File: config.mk
export PLATFORM = sky130hd
export DESIGN_NAME = arm_id_ctrl_stage
export DESIGN_NICKNAME = d
export VERILOG_FILES = /design/src/rtl/arm_id_ctrl_stage.sv
export SDC_FILE = /design/constraint.sdc
export NUM_CORES = 1
export LEC_CHECK = 0
export BUFFER_PORTS_ARGS = -buffer_cell sky130_fd_sc_hd__buf_2
export CORE_MARGIN = 2
export CORE_UTILIZATION = 34
export DETAILED_ROUTE_END_ITERATION = 8
export HOLD_SLACK_MARGIN = 0.05
export PLACE_DENSITY_LB_ADDON = 0.05
export SLEW_MARGIN = 10
export SYNTH_ARGS = -nofsm -noshare
export SYNTH_HDL_FRONTEND = slang
export SYNTH_SLANG_ARGS = --single-unit
File: constraint.sdc
create_clock -name clk -period 2.15 [get_ports clk]
set_input_delay 0.215 -clock clk [delete_from_list [all_inputs] [get_ports clk]]
set_output_delay 0.215 -clock clk [all_outputs]
set_load 0.05 [all_outputs]
File: src/rtl/arm_id_ctrl_stage.sv
// ID/EX control stage for the ARM pipeline: decodes mode/opcode/S,
// checks the condition field against NZCV, squashes branch shadows and
// registers the control word across the ID/EX boundary.
//
// Ports:
//   clk, rst          rising-edge clock, async active-high reset
//   valid_in          ID holds a real instruction
//   cond, mode        condition field, instruction type
//   op_code, s        DP opcode, S bit (LDR/STR select for memory)
//   nzcv              current status flags {N,Z,C,V}
//   pc_in             PC of the ID instruction
//   stall, flush      hold the register / insert a bubble
//   valid_out ..      registered control word and PC
//   illegal_out       one-cycle pulse for a squashed illegal encoding
//   squash_cnt        saturating count of squashed valid instructions
module arm_id_ctrl_stage #(
    parameter int PC_W          = 32,
    parameter int BRANCH_SHADOW = 2,
    parameter int CNT_W         = 16
) (
    input  logic             clk,
    input  logic             rst,
    input  logic             valid_in,
    input  logic [3:0]       cond,
    input  logic [1:0]       mode,
    input  logic [3:0]       op_code,
    input  logic             s,
    input  logic [3:0]       nzcv,
    input  logic [PC_W-1:0]  pc_in,
    input  logic             stall,
    input  logic             flush,
    output logic             valid_out,
    output logic             wb_en_out,
    output logic             mem_read_out,
    output logic             mem_write_out,
    output logic [3:0]       exe_cmd_out,
    output logic             b_out,
    output logic             s_out,
    output logic [PC_W-1:0]  pc_out,
    output logic             illegal_out,
    output logic [CNT_W-1:0] squash_cnt
);

    localparam int SH_W = (BRANCH_SHADOW > 0) ?
                          $clog2(BRANCH_SHADOW + 1) : 1;
    localparam logic [SH_W-1:0] SH_LOAD = SH_W'(BRANCH_SHADOW);

    logic            dec_wb;
    logic            dec_mr;
    logic            dec_mw;
    logic [3:0]      dec_cmd;
    logic            dec_b;
    logic            dec_s;
    logic            dec_ill;
    logic            cond_ok;
    logic            squash;
    logic            shadow_busy;
    logic [SH_W-1:0] shadow;

    always_comb begin
        dec_wb  = 1'b0;
        dec_mr  = 1'b0;
        dec_mw  = 1'b0;
        dec_cmd = 4'b0000;
        dec_b   = 1'b0;
        dec_s   = 1'b0;
        dec_ill = 1'b0;
        case (mode)
            2'b00: begin
                dec_wb = 1'b1;
                dec_s  = s;
                case (op_code)
                    4'b1101: dec_cmd = 4'b0001;
                    4'b1111: dec_cmd = 4'b1001;
                    4'b0100: dec_cmd = 4'b0010;
                    4'b0101: dec_cmd = 4'b0011;
                    4'b0010: dec_cmd = 4'b0100;
                    4'b0110: dec_cmd = 4'b0101;
                    4'b0000: dec_cmd = 4'b0110;
                    4'b1100: dec_cmd = 4'b0111;
                    4'b0001: dec_cmd = 4'b1000;
                    4'b1010: begin
                        dec_wb  = 1'b0;
                        dec_cmd = 4'b0100;
                    end
                    4'b1000: begin
                        dec_wb  = 1'b0;
                        dec_cmd = 4'b0110;
                    end
                    default: begin
                        dec_wb  = 1'b0;
                        dec_s   = 1'b0;
                        dec_ill = 1'b1;
                    end
                endcase
            end
            2'b01: begin
                dec_cmd = 4'b0010;
                dec_wb  = s;
                dec_mr  = s;
                dec_mw  = ~s;
            end
            2'b10: dec_b = 1'b1;
            default: dec_ill = 1'b1;
        endcase
    end

    // nzcv = {N,Z,C,V}
    always_comb begin
        cond_ok = 1'b0;
        case (cond)
            4'b0000: cond_ok = nzcv[2];
            4'b0001: cond_ok = ~nzcv[2];
            4'b0010: cond_ok = nzcv[1];
            4'b0011: cond_ok = ~nzcv[1];
            4'b0100: cond_ok = nzcv[3];
            4'b0101: cond_ok = ~nzcv[3];
            4'b0110: cond_ok = nzcv[0];
            4'b0111: cond_ok = ~nzcv[0];
            4'b1000: cond_ok = nzcv[1] & ~nzcv[2];
            4'b1001: cond_ok = ~nzcv[1] | nzcv[2];
            4'b1010: cond_ok = nzcv[3] == nzcv[0];
            4'b1011: cond_ok = nzcv[3] != nzcv[0];
            4'b1100: cond_ok = ~nzcv[2] & (nzcv[3] == nzcv[0]);
            4'b1101: cond_ok = nzcv[2] | (nzcv[3] != nzcv[0]);
            4'b1110: cond_ok = 1'b1;
            default: cond_ok = 1'b0;
        endcase
    end

    assign shadow_busy = shadow != '0;
    assign squash = ~valid_in | ~cond_ok | shadow_busy | dec_ill;

    always_ff @(posedge clk or posedge rst) begin
        if (rst) begin
            valid_out     <= 1'b0;
            wb_en_out     <= 1'b0;
            mem_read_out  <= 1'b0;
            mem_write_out <= 1'b0;
            exe_cmd_out   <= 4'b0000;
            b_out         <= 1'b0;
            s_out         <= 1'b0;
            pc_out        <= '0;
            illegal_out   <= 1'b0;
            squash_cnt    <= '0;
            shadow        <= '0;
        end else if (flush) begin
            valid_out     <= 1'b0;
            wb_en_out     <= 1'b0;
            mem_read_out  <= 1'b0;
            mem_write_out <= 1'b0;
            exe_cmd_out   <= 4'b0000;
            b_out         <= 1'b0;
            s_out         <= 1'b0;
            pc_out        <= pc_in;
            illegal_out   <= 1'b0;
            shadow        <= '0;
        end else if (stall) begin
            illegal_out   <= 1'b0;
        end else begin
            valid_out     <= ~squash;
            wb_en_out     <= dec_wb & ~squash;
            mem_read_out  <= dec_mr & ~squash;
            mem_write_out <= dec_mw & ~squash;
            exe_cmd_out   <= squash ? 4'b0000 : dec_cmd;
            b_out         <= dec_b & ~squash;
            s_out         <= dec_s & ~squash;
            pc_out        <= pc_in;
            illegal_out   <= valid_in & cond_ok & dec_ill;
            // A squashed branch never reloads the shadow.
            if (dec_b && !squash)
                shadow <= SH_LOAD;
            else if (shadow_busy && valid_in)
                shadow <= shadow - SH_W'(1);
            if (valid_in && squash && squash_cnt != '1)
                squash_cnt <= squash_cnt + CNT_W'(1);
        end
    end

endmodule
==> results of run 1 <==
-- what timing repair did --
| action | in CTS | in global routing |
|---|---|---|
| gates resized for setup | 0 | 1 |
| endpoints found under the hold margin | 11 | 0 |
| endpoints found under the setup margin | 0 | 2 |
| hold buffers | 1 | 0 |
-- area by class of cell --
class | count | area (sq um) | area share (%)
Clock buffer | 11 | 151 | 3.74
Clock inverter | 4 | 47.5 | 1.18
Inverter | 15 | 56.3 | 1.39
Multi-Input combinational cell | 228 | 1420 | 35.0
Sequential cell | 61 | 1540 | 38.0
Tap cell | 108 | 135 | 3.34
Timing Repair Buffer | 126 | 698 | 17.3
-- placed cells by master, fill, tap and decap left out, types with 5 or more instances in the layout --
cell type  Yosys  layout
buf_2          4     110
ha_1           5       5
and3_1         5       5
nand2b_1       5       5
clkbuf_8       0      11
nor2_1         5       5
inv_1         15      14
nand2_1      112     112
xor2_1        17      17
a211oi_2       6       6
dfrtp_2        0       9
buf_4          0      13
nand3_1        9       9
a2111oi_2      8       8
dfrtp_1       61      52
-- registers in the layout (all words and copies together), names as in the netlist --
| signal | flops |
|---|---|
| mem_write_out | 1 |
| s_out | 1 |
| exe_cmd_out | 4 |
| pc_out | 32 |
| shadow | 2 |
| illegal_out | 1 |
| b_out | 1 |
| squash_cnt | 16 |
| valid_out | 1 |
| wb_en_out | 1 |
| mem_read_out | 1 |
-- through the flow --
| step | instance area (sq um) | util (%) | hold slack (ns) | setup slack (ns) | setup TNS (ns) |
|---|---|---|---|---|---|
| 5_1_grt | 4040 | 46.4 | 0.0649 | 0.0308 | 0 |
| 3_5_place_dp | 3830 | 43.9 | 0.213 | -0.00368 | -0.00368 |
| 3_3_place_gp | 3830 | 43.9 | 0.210 | 0.0577 | 0 |
| 4_1_cts | 4040 | 46.3 | 0.0567 | 0.105 | 0 |
| 2_1_floorplan | 3060 | - | 0.278 | 0.0191 | 0 |
| 6_report | 4040 | 46.4 | 0.0741 | 0.193 | 0 |
-- power by group through the flow --
stage	Sequential, mW	Clock, mW	Combinational [mW]
detailed placement	1.33	0	0.877
global placement	1.34	0	0.866
global route	1.33	1.13	0.932
finish	1.31	1.03	0.866
floorplan	1.68	0	0.248
CTS	1.32	1.07	0.878
-- critical path: cells and delay by family, from the launching register on --
kind                      cells  cell delay, ns
and+or+nand+nor               4            0.73
DFF                           1            0.45
AOI/OAI and AO/OA             1            0.32
buffers and inverters         1            0.20
xor gates and xnor gates      1            0.18
-- worst paths after layout --
kind / startpoint / to / cells after the start
setup / recovery: squash_cnt[6] / squash_cnt[9] / 7
hold / removal: pc_in[20] / pc_out[20] / 3
setup reg to reg: squash_cnt[6] / squash_cnt[9] / 7
hold reg to reg: pc_out[12] / pc_out[12] / 2
max in group asynchronous: rst / squash_cnt[2] / 4
min in group asynchronous: rst / squash_cnt[13] / 3
-- routing by layer --
layer  GRT usage, %  up-vias  wire (microns)
li1               -     1319               -
met2           24.2       68            3350
met3           3.26        8             362
met5              0        -               0
met4           6.43        0              91
met1           21.2     1202            3440
-- cell families after synthesis --
| logic type | after synthesis |
|---|---|
| flip-flops | 61 |
| adder cells (fa/ha/maj) | 5 |
| XOR/XNOR | 19 |
| AO/OA/AOI/OAI | 45 |
| multiplexers | 3 |
| buffers and inverters | 30 |
| AND/OR/NAND/NOR | 156 |
==> results.txt, run 1 <==
The number of nets with antenna violations after routing came out at 0. The final-report max-slew violation count is 0. The post-detailed-route wirelength per cell came out at 13.1 microns. The worst setup path is of the flop to flop kind. The largest net degree at the start of global routing is 33. In this run the mean area of a mapped cell was 9.55 sq um. The row count came out at 34. The flow ran to the end, and the final reports show no timing, DRC or antenna violations.

In this run, the clock network consumes 32.1% of the power. The maximum clock frequency came out at 511 MHz. The number of sinks driven by the clock tree is 61.

The synthesized netlist devotes 14.3% of its cell area to compound gates. Measured along the y axis, the die boundary spans 98.7 microns. The clock tree from TritonCTS is yes. On the critical path, the stage with the largest delay is an instance of dfrtp_2. After filler insertion, the fill cell instance count of the layout stands at 847. Summing every instance area after synthesis gives 3050 sq um. The share of final-layout standard cells stronger than drive strength 1 is 38.4%.

The maximum vdd ir drop is 0.000631 V. At the worst endpoint, the required time is 2.40 ns. The number of hold-slack violations in the final timing report was 0. The internal power consumption came out at 2.08 mW. The delay of the slowest cell on the worst path is 0.45 ns.

The internal reg-to-reg setup slack is 0.19 ns. The final wirelength is 7.24 mm. The clock latency on the worst-skew pair came out at 0.33 ns. The first global-routing pass estimated 12.1 mm of wire. The number of buffers created by CTS is 9. The number of failing setup endpoints in the final timing report came out at 0. In this run, synthesis inferred 0 flip-flops with an integrated enable. By area the synthesized netlist is led by dfrtp_1 50%, nand2_1 14%, xor2_1 4.9%. The synthesized flop and latch total is 61. The power per unit of standard cell area came out at 795 nW/um^2. The worst min-delay path category is input pin to flop. The signal on the critical path passes through and4_1 > and3_1 > nand4_1 > nand3_4 > buf_4 > a2111oi_2 > xor2_1.

The clock transition time at the flip-flop clock pins of the worst setup and hold paths came out at 0.07 ns. The category of the worst setup path launch point is a flop. Summed over all nets, the switching power comes to 1.13 mW.

Setup repair after global routing left no endpoint under its margin. The number of violations reported at the end of detailed-routing iteration 0 came out at 46. The number of global-route vias before repair came out at 2,488. Of the total synthesized cell area, the portion taken by XOR and XNOR cells is 5.46%.

The instance count of the mapped netlist is 319. The total iterations of the first detailed-routing run is 4. The number of buffers added on ports is 110. The clock period could shrink to 1.96 ns. The portion of netlist area occupied by mux cells came out at 1.03%. 111 I/O pins were placed. For this run, the total global-route usage over all layers was measured as 15.6%. The placeable core area came out at 8720 sq um. The number of diodes added for antenna fixing is 0. The portion of synthesized cell area occupied by the leading cell type came out at 50.1%. Relative to the synthesized area, the layout overhead comes to 32.7%. The initial antenna violation count is 0. Summed over all nets, the half-perimeter wirelength after detailed placement is 5.32 mm.

The remaining global-route overflow is 0. The total leakage power is 2.14 nW. The longest clock path from root to sink contains 2 buffers. Summing the areas of all and, or, nand and nor instances in the mapped netlist gives 23.0% of the synthesized area. The final setup skew came out at 0.00463 ns. The switching part of the total power is 35.2%. The vias per cell came out at 4.70. For this run, the number of standard cells in the final layout without fillers is 553. The post-synth net total came out at 376. The number of cells after detailed placement is 537. The data arrival at the endpoint of the critical path is 2.21 ns.

The CTS root buffer is clkbuf_8. The transition time of the tightest slew-check pin came out at 0.486 ns. The number of different library cells used by synthesis comes to 44.

The period utilization is 91.0%. The register area share after synthesis came out at 50.1%. The number of maximum-capacitance violations is 0. The floorplan step defined a die boundary enclosing 9730 sq um.

The design draws 3.21 mW. The critical path capture point type is a flop. The worst max-slew margin expressed relative to the limit came out at 67.5%. In the synthesized netlist, the cells that appear most often are 112 x nand2_1, 61 x dfrtp_1, 17 x xor2_1, 15 x inv_1, 10 x clkbuf_1. The clock tree synthesis step divided the H-tree into 3 levels. The combinational family with the most area after synthesis is simple AND/OR/NAND/NOR gates. The most used flip-flop cell after synthesis is dfrtp_1. The post-synthesis cell type with the largest combined area is dfrtp_1.

The number of warnings issued by yosys is 0. The net total in the final layout is 498. The relative contribution of combinational cells to total power came out at 27.0%. The floorplan step set the die width to 98.7 microns. The count of buffers added by post-CTS timing repair for setup came out at 0.

Of all nets on the critical path, the largest fanout is 7. The total number of vias came out at 2,597. The effective utilization at floorplan came out at 34.9%. In the routed design, unresolved DRC markers number 0. The share of total power dissipated in sequential elements is 40.9%. The proportion of register bits with asynchronous set or reset after synthesis came out at 100%. The post-synthesis adder-cell area fraction is 2.05%. The final weighted congestion in routability-driven placement came out at 0.761. Among all cell types in the netlist, the one instantiated most often is nand2_1.
No activity file was read; power rests on OpenSTA's default activity.
==> inputs of run 2 (changes only) <==
Settings changed: CORE_MARGIN 2 to 8, CORE_UTILIZATION 34 to 40.
==> results.txt, run 2 (synthesized netlist as in run 1, its figures left out) <==
The number of failing setup endpoints in the final timing report is 0. The worst setup path is launched from a flop. The number of violations reported at the end of detailed-routing iteration 0 is 67. In the final layout, the registers with the most flip-flops are pc_out x32, squash_cnt x16, exe_cmd_out x4. The worst max-slew margin expressed relative to the limit is 59.5%.

The placeable core area is 7570 sq um. The met2 track demand over resource in global routing is 24.7%. In the global route stage, met1 resource usage came out at 18.6%. Using the TritonRoute via totals, the vias-per-cell ratio works out to 4.83. The register with the most flip-flops in the layout has 32 of them. From synthesis to final layout, the design area changed by 33.8%. The transition time of the tightest slew-check pin came out at 0.606 ns. The number of nets with antenna violations after routing came out at 0. pc_out holds more flip-flops than any other register. Clock tree synthesis selected as its root buffer the cell clkbuf_8.

The net total in the final layout is 499. The total iterations of the first detailed-routing run is 4. The maximum clock frequency is 505 MHz. The instance area at placement came out at 3800 sq um. The effective utilization at floorplan came out at 40.3%. The clock drives 61 sinks. The critical path capture point type is a flop. The number of maximum-capacitance violations is 0. The number of global-route vias before repair is 2,713.

Entering global routing, the biggest net connects 43 pins. IR analysis of the VDD net gives a maximum drop of 0.000649 V. The final cell utilization of the core came out at 53.9%. The min-delay analysis places its worst path in the category input pin to flop. After floorplanning, the core was divided into 32 placement rows. The remaining design rule violation count is 0. For this design the top-level I/O count stands at 111.

The congestion estimate from routability-driven global placement came to 0.872. Detailed routing inserted a total of 2,651 vias. The peak fanout along the critical path is 14.

Setup repair after global routing left no endpoint under its margin. The clock transition time at the flip-flop clock pins of the worst setup and hold paths came out at 0.07 ns. Counting along the longest clock path gives a buffer depth of 2. The HPWL after detailed placement is 5.80 mm. The final wirelength came out at 7.80 mm.

The number of hold-slack violations in the final timing report is 0. The number of buffers created by CTS is 9. The die span in x came out at 103 microns. Clock skew on the completed layout was measured at 0.00615 ns. The overall die height came out at 103 microns.

The power per unit of standard cell area came out at 835 nW/um^2. In the global route stage, overall resource usage came out at 15.2%. The later pin in the worst-skew pair is clocked with a latency of 0.34 ns.

The global-route wire length before repair came out at 12.6 mm. The initial antenna violation count is 0. The critical path start-end classification is flop to flop. The finished cells cover 4080 sq um. The final-report max-slew violation count came out at 0. Counting I/O delays and the setup requirement, the final critical path takes 1.98 ns. The share of final-layout standard cells stronger than drive strength 1 is 37.8%.

The remaining global-route overflow came out at 0. The run finished with clean final reports. The die covers 10,700 sq um.

The filler cell count came out at 722. Leaving out fill and tap cells, the most frequent cell in the layout is nand2_1. Leaving out fill and tap cells, the most frequent cells in the layout are 112 x nand2_1, 110 x buf_2, 52 x dfrtp_1.

The count of buffers added by post-CTS timing repair for setup came out at 0. The repair_antennas step left the layout with diodes totalling 0. The depth of the CTS H-tree is 3. Data arrives at the worst endpoint at 2.24 ns.

The total leakage power came out at 2.16 nW. The met3 global-route usage came out at 3.88%. The number of buffers added on ports came out at 110.

The period utilization came out at 92.1%. In this run the most used layer during global routing was met2. The post-detailed-route wirelength per cell is 14.2 microns. TritonCTS built the clock tree. The endpoint required time on the critical path is 2.41 ns. The summed negative setup slack over all endpoints came out at 0 ns.
-- run 2: changes by cell type in the layout (fill, tap and decap cells not counted), moves of 2 or more --
cell and change:
bufinv_16 +2, dlygate4sd3_1 +3, clkbuf_8 -2, buf_4 -2
-- run 2: final cells by class --
type                       instances  area [sq um]  share of cell area [%]
clock buffer                      10           128                    3.13
clock inverter                     6           111                    2.73
inverter                          15          56.3                    1.38
multi-input combinational        228          1400                    34.4
sequential                        61          1540                    37.7
tap                              102           128                    3.13
timing repair buffer             127           713                    17.5
-- run 2: critical path: stages, from the launching register on --
cell and delay [ns]:
dfrtp_2 0.44, and4_1 0.22, and3_1 0.24, nand4_1 0.16
nand3_2 0.13, buf_12 0.18, a2111oi_2 0.36, xor2_1 0.18
-- run 2: through the flow --
step           instances  worst slack, ns  power (mW)  hold WS (ns)
2_1_floorplan        319           0.0191        1.93         0.278
3_3_place_gp         529           0.0892        2.19         0.327
3_5_place_dp         529          -0.0186        2.20         0.343
4_1_cts              549            0.163        3.46        0.0505
5_1_grt              549           0.0873        3.58        0.0619
6_report             549            0.170        3.41        0.0716
-- run 2: repair_timing --
item | 4_1_cts | 5_1_grt
endpoints found under the hold margin | 29 | 0
resized for setup | 0 | 0
hold buffers | 4 | 0
-- run 2: routing by layer --
metal	vias up	routed length [microns]
li1	1322	-
met1	1253	3350
met2	63	3810
met3	13	498
met4	0	134
met5	-	0
-- run 2: worst paths after layout --
kind	start	endpoint	slack (ns)	cells past startpoint
max	squash_cnt[6]	squash_cnt[14]	0.17	7
min	pc_in[10]	pc_out[10]	0.07	3
max reg2reg	squash_cnt[6]	squash_cnt[14]	0.17	7
min reg2reg	pc_out[14]	pc_out[14]	0.46	2
max in group asynchronous	rst	mem_write_out	1.05	4
min in group asynchronous	rst	pc_out[12]	0.49	3
-- run 2: where the power goes --
| group | leakage (nW) | internal (mW) | switching (mW) | total [mW] |
|---|---|---|---|---|
| combinational | 1.27 | 0.235 | 0.611 | 0.846 |
| sequential | 0.767 | 1.25 | 0.0760 | 1.33 |
| clock | 0.116 | 0.770 | 0.463 | 1.23 |
==> inputs of run 3 (changes only) <==
==> constraint.sdc (replaced) <==
create_clock -name clk -period 2.15 [get_ports clk]
set_input_delay 0.215 -clock clk [delete_from_list [all_inputs] [get_ports clk]]
set_output_delay 0.215 -clock clk [all_outputs]
set_load 0.1 [all_outputs]
==> results.txt, run 3 (synthesized netlist as in run 1, its figures left out) <==
The run finished with clean final reports. The maximum clock frequency came out at 502 MHz. The net total in the final layout came out at 492. The final weighted congestion in routability-driven placement came out at 0.855. In this run, the combinational gates consume 34.0% of the power.

The cell family with the largest share of critical-path delay is simple AND/OR/NAND/NOR gates. The post-detailed-route wirelength per cell came out at 14.1 microns. TritonCTS built the clock tree. The transition time of the tightest slew-check pin is 0.498 ns. Leaving out fill and tap cells, the most frequent cells in the layout are 112 x nand2_1, 110 x buf_2, 46 x dfrtp_1. The cell sitting at the root of the clock tree is a clkbuf_8. The number of buffers added on ports came out at 110. For this design the total switching power over the nets is 1.50 mW. For the worst setup path, the data arrival time is 2.24 ns. Gates resized during post-CTS repair numbered 0. The number of sinks driven by the clock tree came out at 61. The largest registers in the layout are pc_out x32, squash_cnt x16, exe_cmd_out x4. The maximum clock insertion buffer count is 2. The library cell used most frequently in the layout, excluding fill and tap cells, is nand2_1. The category of the worst setup path launch point is a flop.

The period utilization is 92.6%. The full die area is 10,700 sq um. The endpoint required time on the critical path came out at 2.40 ns.

The overall global routing resource usage is 14.3%. The clock latency on the worst-skew pair came out at 0.33 ns. The number of buffers and inverters on the critical path is 0.

Once the floorplan was initialized, standard cells occupied 40.3% of the core. The number of failing setup endpoints in the final timing report came out at 0. The power per unit of standard cell area came out at 891 nW/um^2.

In this run the static leakage power is 2.10 nW. The flip-flop count of the largest register after layout is 32. The delay of the slowest cell on the worst path came out at 0.44 ns. The met2 wirelength from detailed routing came out at 3.54 mm. The final wirelength came out at 7.62 mm.

CTS built an H-tree with a depth of 3. The final setup skew came out at 0.00553 ns. The wire length the detailed router placed on met1 is 3.50 mm. Hold is met by 0.0745 ns. pc_out holds more flip-flops than any other register. The critical path start-end classification is flop to flop. Internal power comes to 2.08 mW. Dividing the detail-routed via count by the number of cells gives 4.78. The global-route wire length before repair came out at 12.0 mm. The detailed router used layers up to and including met4. The summed negative setup slack over all endpoints came out at 0 ns. The share of final-layout standard cells stronger than drive strength 1 is 39.6%. The total iterations of the first detailed-routing run came out at 4.

In the routed design, unresolved DRC markers number 0. The peak fanout along the critical path is 15. For this run, the number of standard cells in the final layout without fillers is 541.

The final cell utilization of the core came out at 53.0%. The number of I/O pins came out at 111. Measured against its own limit, the worst slew margin works out to 67.0%. The critical path goes through and3_1 > and2_1 > nand4_1 > nand3_4 > a2111oi_2 > xor2_1. The worst path needs 1.99 ns of the cycle, external delays included. The clock network is responsible for 28.9% of the overall power. The number of maximum-capacitance violations came out at 0. Detailed routing inserted a total of 2,584 vias. The largest net degree at the start of global routing is 43.

The layout overhead on the synthesized area is 31.7%. The number of violations reported at the end of detailed-routing iteration 0 came out at 63. Net switching is 41.9% of the power.

Buffers inserted during clock tree synthesis total 9. The row count came out at 32. The worst hold path belongs to the class input pin to flop.

The number of diodes added for antenna fixing is 0. The critical path capture point type is a flop. The maximum vdd ir drop is 0.00125 V. Detailed placement finished with a half-perimeter wire length of 5.65 mm.

The remaining global-route overflow is 0. The number of nets with antenna violations after routing is 0. The placeable core area is 7570 sq um.

The clock transition time at the flip-flop clock pins of the worst setup and hold paths came out at 0.07 ns. Summed over all nets, wire length on met3 after detailed routing comes to 476 microns. The die span in x came out at 103 microns.

The number of global-route vias before repair is 2,590. The number of hold-slack violations in the final timing report is 0. The slowest stage of the critical path is the dfrtp_2 cell. The final-report max-slew violation count is 0. The initial antenna violation count came out at 0. Setup repair after global routing left no endpoint under its margin. The number of cells after detailed placement came out at 525. The power share of the sequential group came out at 37.1%. The overall die height came out at 103 microns.
run 3: cell types whose count changed in the layout (fill, tap and decap cells not counted), moves of 2 or more:
cell,before,now
bufinv_16,3,1
buf_4,11,7
clkbuf_8,9,11
dlygate4sd3_1,4,1
dfrtp_2,9,15
dfrtp_1,52,46
run 3: final timing paths:
check / from / to / slack [ns] / cells after the start
max in group asynchronous: rst / mem_read_out / 1.13 / 4
min in group asynchronous: rst / squash_cnt[4] / 0.45 / 3
worst max-delay path: squash_cnt[2] / squash_cnt[14] / 0.16 / 6
worst min-delay path: pc_in[3] / pc_out[3] / 0.07 / 3
worst min register to register: pc_out[11] / pc_out[11] / 0.46 / 2
worst max register to register: squash_cnt[2] / squash_cnt[14] / 0.16 / 6
run 3: per-stage QoR:
stage / worst slack, ns / total power [mW] / area [sq um]
finish: 0.158 / 3.58 / 4010
floorplan: -0.00273 / 2.30 / 3100
global placement: 0.126 / 2.57 / 3800
CTS: 0.141 / 3.62 / 4010
detailed placement: 0.0573 / 2.57 / 3800
global route: 0.0518 / 3.73 / 4010
run 3: worst reg2reg max path: stages, from the launching register on:
cell	delay [ns]
dfrtp_2	0.44
and3_1	0.23
and2_1	0.21
nand4_1	0.15
nand3_4	0.26
a2111oi_2	0.45
xor2_1	0.18
run 3: repair_timing:
| item | 4_1_cts | 5_1_grt |
|---|---|---|
| hold buffers | 1 | 0 |
| hold endpoints to repair | 19 | 0 |
| setup buffers | 0 | 0 |
run 3: final cells by class:
class	count	area, sq um
fillers	756	3550
flip-flops and latches	61	1550
multi-input cells	228	1430
repair buffers	120	653
clock buffers	11	151
well taps	102	128
inverters	15	56.3
clock inverters	4	47.5
run 3: power by group through the flow:
stage | logic [mW] | registers (mW) | clock network (mW)
2_1_floorplan | 0.264 | 2.04 | 0
3_3_place_gp | 1.22 | 1.35 | 0
3_5_place_dp | 1.23 | 1.35 | 0
4_1_cts | 1.23 | 1.33 | 1.07
5_1_grt | 1.28 | 1.34 | 1.11
6_report | 1.22 | 1.33 | 1.03
run 3: layer usage:
metal,GRT usage (%),vias to the layer above
met2,22.9,64
met3,3.55,9
li1,-,1308
met1,18.2,1203
met5,0,-
met4,5.78,0
